$ cat src/rtl/mem_arb_pkg.sv
// Shared types for the unified memory arbiter: owner state, counter width, data request bundle.
package mem_arb_pkg;

    localparam int CNT_W      = 4;
    localparam int PKG_ADDR_W = 32;
    localparam int PKG_DATA_W = 32;

    typedef enum logic [1:0] {
        IDLE  = 2'd0,
        IF_RD = 2'd1,
        DM_RD = 2'd2,
        DM_WR = 2'd3
    } arb_owner_e;

    typedef struct packed {
        logic                    we;
        logic [PKG_DATA_W/8-1:0] be;
        logic [PKG_ADDR_W-1:0]   addr;
        logic [PKG_DATA_W-1:0]   wdata;
    } dm_req_t;

endpackage

$ cat src/rtl/mem_arb_starve_cnt.sv
// Saturating fetch-starvation counter; registered, at_limit is combinational from the count.
// Clear has priority over increment; increment holds once LIMIT is reached.
module mem_arb_starve_cnt
    import mem_arb_pkg::*;
#(
    parameter int LIMIT = 4
) (
    input  logic             clk,
    input  logic             rst,
    input  logic             clr,
    input  logic             inc,
    output logic [CNT_W-1:0] cnt,
    output logic             at_limit
);

    assign at_limit = (cnt >= CNT_W'(LIMIT));

    always_ff @(posedge clk or negedge rst) begin
        if (!rst) begin
            cnt <= '0;
        end else if (clr) begin
            cnt <= '0;
        end else if (inc && !at_limit) begin
            cnt <= cnt + 1'b1;
        end
    end

endmodule

$ cat src/rtl/mem_arbiter.sv
// Single-port SRAM arbiter between fetch (IF) and data (DM); grants are combinational,
// read data returns one cycle after grant. DM wins unless IF has waited MAX_IF_WAIT cycles.
module mem_arbiter
    import mem_arb_pkg::*;
#(
    parameter int ADDR_W      = 32,
    parameter int DATA_W      = 32,
    parameter int MAX_IF_WAIT = 4
) (
    input  logic                clk,
    input  logic                rst,
    input  logic                if_req,
    input  logic [ADDR_W-1:0]   if_addr,
    output logic                if_gnt,
    output logic                if_stall,
    output logic                if_rvalid,
    output logic [DATA_W-1:0]   if_rdata,
    input  logic                dm_req,
    input  logic                dm_we,
    input  logic [DATA_W/8-1:0] dm_be,
    input  logic [ADDR_W-1:0]   dm_addr,
    input  logic [DATA_W-1:0]   dm_wdata,
    output logic                dm_gnt,
    output logic                dm_rvalid,
    output logic [DATA_W-1:0]   dm_rdata,
    output logic                mem_en,
    output logic                mem_we,
    output logic [DATA_W/8-1:0] mem_be,
    output logic [ADDR_W-1:0]   mem_addr,
    output logic [DATA_W-1:0]   mem_wdata,
    input  logic [DATA_W-1:0]   mem_rdata
);

    localparam int BE_W = DATA_W / 8;

    arb_owner_e       state_q;
    arb_owner_e       state_d;
    dm_req_t          dm_bundle;
    logic [CNT_W-1:0] starve_cnt;
    logic             starve_hit;
    logic             if_pri;
    logic             if_wait;

    assign dm_bundle.we    = dm_we;
    assign dm_bundle.be    = (PKG_DATA_W/8)'(dm_be);
    assign dm_bundle.addr  = PKG_ADDR_W'(dm_addr);
    assign dm_bundle.wdata = PKG_DATA_W'(dm_wdata);

    // Grants are gated by reset so every output is quiet while rst is low.
    assign if_pri   = if_req && starve_hit;
    assign if_gnt   = rst && if_req && (if_pri || !dm_req);
    assign dm_gnt   = rst && dm_req && !if_pri;
    assign if_stall = rst && if_req && !if_gnt;
    assign if_wait  = if_req && !if_gnt;

    mem_arb_starve_cnt #(
        .LIMIT (MAX_IF_WAIT)
    ) u_starve_cnt (
        .clk      (clk),
        .rst      (rst),
        .clr      (!if_wait),
        .inc      (if_wait),
        .cnt      (starve_cnt),
        .at_limit (starve_hit)
    );

    always_comb begin
        mem_en    = 1'b0;
        mem_we    = 1'b0;
        mem_be    = '0;
        mem_addr  = '0;
        mem_wdata = '0;
        if (if_gnt) begin
            mem_en   = 1'b1;
            mem_be   = '1;
            mem_addr = if_addr;
        end else if (dm_gnt) begin
            mem_en    = 1'b1;
            mem_we    = dm_bundle.we;
            mem_be    = BE_W'(dm_bundle.be);
            mem_addr  = ADDR_W'(dm_bundle.addr);
            mem_wdata = DATA_W'(dm_bundle.wdata);
        end
    end

    always_comb begin
        state_d = IDLE;
        if (if_gnt) begin
            state_d = IF_RD;
        end else if (dm_gnt) begin
            state_d = dm_bundle.we ? DM_WR : DM_RD;
        end
    end

    always_ff @(posedge clk or negedge rst) begin
        if (!rst) begin
            state_q <= IDLE;
        end else begin
            state_q <= state_d;
        end
    end

    // A read whose return cycle overlaps reset is dropped, not replayed.
    assign if_rvalid = rst && (state_q == IF_RD);
    assign dm_rvalid = rst && (state_q == DM_RD);
    assign if_rdata  = if_rvalid ? mem_rdata : '0;
    assign dm_rdata  = dm_rvalid ? mem_rdata : '0;

endmodule

$ cat config.mk
export PLATFORM = sky130hd
export DESIGN_NAME = mem_arbiter
export DESIGN_NICKNAME = d
export VERILOG_FILES = /design/src/rtl/mem_arb_pkg.sv /design/src/rtl/mem_arb_starve_cnt.sv /design/src/rtl/mem_arbiter.sv
export SDC_FILE = /design/constraint.sdc
export NUM_CORES = 1
export LEC_CHECK = 0
export CORE_AREA = 2 2 108 110
export DETAILED_ROUTE_END_ITERATION = 8
export DIE_AREA = 0 0 110 112
export PLACE_DENSITY_LB_ADDON = 0.05
export SYNTH_ARGS = -nofsm -noshare
export SYNTH_HDL_FRONTEND = slang
export SYNTH_SLANG_ARGS = --single-unit
$ cat constraint.sdc
create_clock -name clk -period 2.7 [get_ports clk]
set_input_delay 0.81 -clock clk [delete_from_list [all_inputs] [get_ports clk]]
set_output_delay 0.81 -clock clk [all_outputs]
set_load 0.05 [all_outputs]
== After elaboration in Yosys (flattened, before gate mapping) ==
Index checks and enable logic that the tools add are counted.

* Reductions and logical operators: 15
* Equal/unequal tests: 3
* $lt $le $gt $ge: 1
* $add $sub $neg: 1
* Multiplexer cells: 17

{| class="wikitable"
|+ Operator list
! operator !! number
|-
| $mux 32 || 6
|-
| $mux 4 || 4
|-
| $logic_and 1x1->1 || 10
|-
| $mux 1 || 5
|-
| $add 4x1->4 const B || 1
|-
| $ge 4x3->1 const B || 1
|-
| $logic_not 1->1 || 4
|-
| $mux 2 || 2
|-
| $eq 2x1->1 const B || 1
|-
| $eq 2x2->1 const B || 1
|-
| $ne 2x2->1 const B || 1
|-
| $logic_or 1x1->1 || 1
|}

* Register bits after elaboration: 6
* Output and inout port bits: 139
* Input port bits: 137
* Word-level logic and storage cells: 39

== Depth between registers and ports, before layout ==
* Depth in word-level cells: 9
* Gate-level depth with buffers: 6
* Depth with buffers taken out: 3

== By module ==
From an unflattened synthesis, not the netlist that was laid out.

* Cell total of the unflattened synthesis: 264
* Area total of the unflattened synthesis: 1544.0 um^2

{| class="wikitable"
|+ Modules (own cells, without submodules)
! module !! times used !! area an instance (um^2) !! cells an instance !! sequential area each (um^2)
|-
| mem_arbiter || 1 || 1340.0 || 247 || 50.0
|-
| mem_arb_starve_cnt || 1 || 203.9 || 17 || 100.1
|}

== Least setup slack after synthesis ==
Ideal clock, no wire load.

* Kind: input port to output port
* Start point: input port dm_req
* End point: output port mem_be[0]
* Cell stages on the path: 4
* Arrival time: 2.339 ns
* Required time: 1.890 ns
* Slack: -0.449 ns
* Cell sequence: buf_4 or3b_1 nand2_1 a21boi_0

* Cells in the longest elaborated chain, start to end: 4
* Elaborated cells on any way between the ends: 7
* Classes of those cells: mux (2); reduce/logical (5)

{| class="wikitable"
|+ Ends and longest elaborated chain
! element !! line !! text
|-
| start: declaration || mem_arbiter.sv:18 || <nowiki>input logic dm_req,</nowiki>
|-
| $logic_and 1x1->1 / $logic_not 1->1 (equally long branches) || mem_arbiter.sv:52, mem_arbiter.sv:51 ||
|-
| $logic_and 1x1->1 / $logic_or 1x1->1 (equally long branches) || mem_arbiter.sv:52, mem_arbiter.sv:51 ||
|-
| $mux 4 / $logic_and 1x1->1 (equally long branches) || mem_arbiter.sv:77, mem_arbiter.sv:51 ||
|-
| $mux 4 (*) || mem_arbiter.sv:73 || <nowiki>if (if_gnt) begin</nowiki>
|-
| end: declaration || mem_arbiter.sv:28 || <nowiki>output logic [DATA_W/8-1:0] mem_be,</nowiki>
|}

Mark *: on every way between the ends. The rest lies on a longest branch, timed or not.

== Final worst setup path ==
* Start point: input port dm_req
* End point: output port mem_addr[23]

* Cells in the longest elaborated chain, start to end: 4
* Elaborated cells on any way between the ends: 7
* Classes of those cells: mux (2); reduce/logical (5)

{| class="wikitable"
|+ Ends and longest elaborated chain
! element !! line !! text
|-
| $logic_and 1x1->1 / $logic_not 1->1 (equally long branches) || mem_arbiter.sv:52, mem_arbiter.sv:51 ||
|-
| $logic_and 1x1->1 / $logic_or 1x1->1 (equally long branches) || mem_arbiter.sv:52, mem_arbiter.sv:51 ||
|-
| $mux 32 / $logic_and 1x1->1 (equally long branches) || mem_arbiter.sv:77, mem_arbiter.sv:51 ||
|-
| $mux 32 (*) || mem_arbiter.sv:73 ||
|-
| end: declaration || mem_arbiter.sv:29 || <nowiki>output logic [ADDR_W-1:0] mem_addr,</nowiki>
|}

Marks and branches as above.

==> results_dict.tcl <==
set metrics [dict create \
    ios 276 \
    avgViaCountPerCell 4.195 \
    tns_ps -1536 \
    die_w_um 110 \
    synth_area_mm2 0.001369 \
    diodes 0 \
    worstPathMaxFanout 8 \
    fin_crit_ps 2763 \
    crit_type "in2out" \
    synth-edff-count 0 \
    fin_crit_sh_pct 102.3 \
    cp.arrival_ps 1950 \
    cts.sinks 6 \
    synth-async-reset-ratio_pct 100.0 \
    p_per_area_mw_per_mm2 233.4 \
    initial_utilization_pct 12.25 \
    fin_ws_ps -62.89 \
    dieArea_mm2 0.01232 \
    path_clk_slew_ps 30 \
    peakVddDrop_mv 0.1322 \
    layout.cells.non_filler 621 \
    antenna_found_initial 0 \
    rows 39 \
    syn_avg_cell_area_um2 7.167 \
    synthFlopType "dfrtp_1" \
    critPathLaunchType "primary input" \
    clockBufferDepth 2 \
    critPathRequiredTime_ps 1890 \
    critPathCaptureType "output pin" \
    whs_ps 483.6 \
    ys_seq_area_share_pct 10.97 \
    nets 618 \
    worst_pin_slew_ps 306.7 \
    synth_cells 191 \
    dr_total_vias 2605 \
    finalSetupViolations 32 \
    htree_levels 1 \
    wl_per_cell_um 16.86 \
    cts_inserted_buffers 3 \
    first_global_vias 2664 \
    postRouteAntennaNets 0 \
    hp-class "in2async" \
    layout-drive-gt1-share_pct 52.51 \
    root_buffer "clkbuf_16" \
    synth_cell_types 26 \
    finalClockSkew_ps 2.060 \
    drv_slew 0 \
    synth_fp_nets 329 \
    numPortBuffers 275 \
    status "complete, but fails checks" \
    finalWirelength_mm 10.47 \
    ys_ff_latch 6 \
    drv_cap 0 \
    post-route-util_pct 57.22 \
    cts_tree "done" \
    grt_overflow 0 \
    dr.pass1.iters 4 \
    drtIter0Drc 71 \
    fp.coreArea_mm2 0.01117 \
    finalHoldViolations 0 \
    area_delta_synth_final_pct 367.1 \
    max_freq_mhz 361.9 \
    dp_cells 605 \
    fillers 948 \
    slew_headroom_pct 79.51 \
    dpl.hpwl_mm 8.297 \
    drc 0 \
    die_h_um 112 \
    rsz0062_at_grt "true" \
    gp_congestion 0.7581 \
    grt_start_max_net_pins 34 \
    yosysWarningCount 0 \
    violations "negative setup slack" \
    gr-usage-all-layers_pct 15.79 \
    clk_latency_ps 230 \
    grt_pass1_wl_mm 14.90 \
    p_leak_nw 2.737 \
]
-- cell usage after synthesis, drive strengths merged, types with 2 or more instances --
cell    number  area share (%)
buf          8             4.9
dfrtp        6              11
and3b        2             1.3
clkbuf      12             3.3
and2        98              45
inv          2            0.55
nor2         4             1.1
a22o        32              20
o21ai        3             1.1
and3         3             1.4
nand2        6             1.6
a21boi       4             2.2
-- power breakdown --
part / internal (mW) / total, mW / leakage (nW) / switching (mW)
combinational: 0.625 / 1.15 / 2.62 / 0.523
clock: 0.190 / 0.241 / 0.0370 / 0.0509
sequential: 0.0966 / 0.102 / 0.0797 / 0.00591
total: 0.912 / 1.49 / 2.74 / 0.580
-- sequential cells by signal, indices dropped and copies added, names as in the netlist --
register and count:
u_starve_cnt.cnt 4, state_q 2
-- stage by stage --
| stage | instance area [um^2] | power [mW] | worst slack [ps] |
|---|---|---|---|
| global placement | 5979 | 1.191 | -641.0 |
| detailed placement | 5979 | 1.197 | -651.8 |
| floorplan | 1678 | 0.5686 | -169.0 |
| CTS | 6205 | 1.472 | -87.77 |
| finish | 6394 | 1.492 | -62.89 |
| global route | 6394 | 1.545 | -97.94 |
-- final timing paths --
path / start / to / slack, ps / depth (start not counted)
min: rst / u_starve_cnt.cnt[2] / 480 / 2
max in group asynchronous: rst / u_starve_cnt.cnt[3] / 1930 / 4
min in group clk: u_starve_cnt.cnt[3] / u_starve_cnt.cnt[3] / 620 / 2
max: dm_req / mem_addr[23] / -60 / 5
min reg2reg: u_starve_cnt.cnt[3] / u_starve_cnt.cnt[3] / 620 / 2
max reg2reg: u_starve_cnt.cnt[2] / state_q[0] / 1130 / 4
-- layout by cell type, fill, tap and decap left out, types with 2 or more instances in the layout --
cell type,n
a22o_4,32
nand2_4,2
buf_4,18
a21boi_2,3
buf_12,141
nand2_1,4
clkbuf_16,6
nor2_1,3
and3_4,7
dfrtp_1,6
clkdlybuf4s50_1,133
o21ai_0,2
and3b_1,2
and2_2,13
inv_1,2
and2_4,22
and2_1,63
buf_6,3
-- logic make-up (layout without fill, tap and decap cells) --
family	after synthesis	after routing	synth area share [%]
compound gates	43	43	25.87
fa+ha+maj	1	1	0.9139
buf+inv	22	304	8.775
flops	6	6	10.97
mux	1	1	0.7313
simple gates	118	123	52.74
-- critical path: stages --
cell and delay [ps]:
buf_6 70, or3b_4 420, and3_4 230, a22o_4 270, buf_12 140
-- repair_timing --
item / in CTS / in global routing
setup buffers: 1 / 3
hold buffers: 0 / 0
setup endpoints to repair: 139 / 106
gates resized for setup: 35 / 31
pin swaps: 7 / 6
cloned: 6 / 3
-- area by class of cell --
| cell class | instances | area [um^2] | area share [%] |
|---|---|---|---|
| clock buffers | 3 | 75.07 | 1.174 |
| inverters | 2 | 7.507 | 0.1174 |
| multi-input cells | 168 | 1556 | 24.34 |
| flip-flops and latches | 6 | 150.1 | 2.348 |
| well taps | 143 | 178.9 | 2.798 |
| repair buffers | 299 | 4425 | 69.22 |
-- per-layer routing --
layer | part of all wire (%) | routed length, um | vias up | track usage (%)
met5 | 0 | 0 | - | 0
met4 | 0.83 | 87 | 0 | 2.447
met3 | 12 | 1241 | 7 | 5.386
met2 | 55 | 5791 | 175 | 30.59
met1 | 32 | 3349 | 1188 | 16.21
li1 | - | - | 1235 | -
No activity file was read; power rests on OpenSTA's default activity.
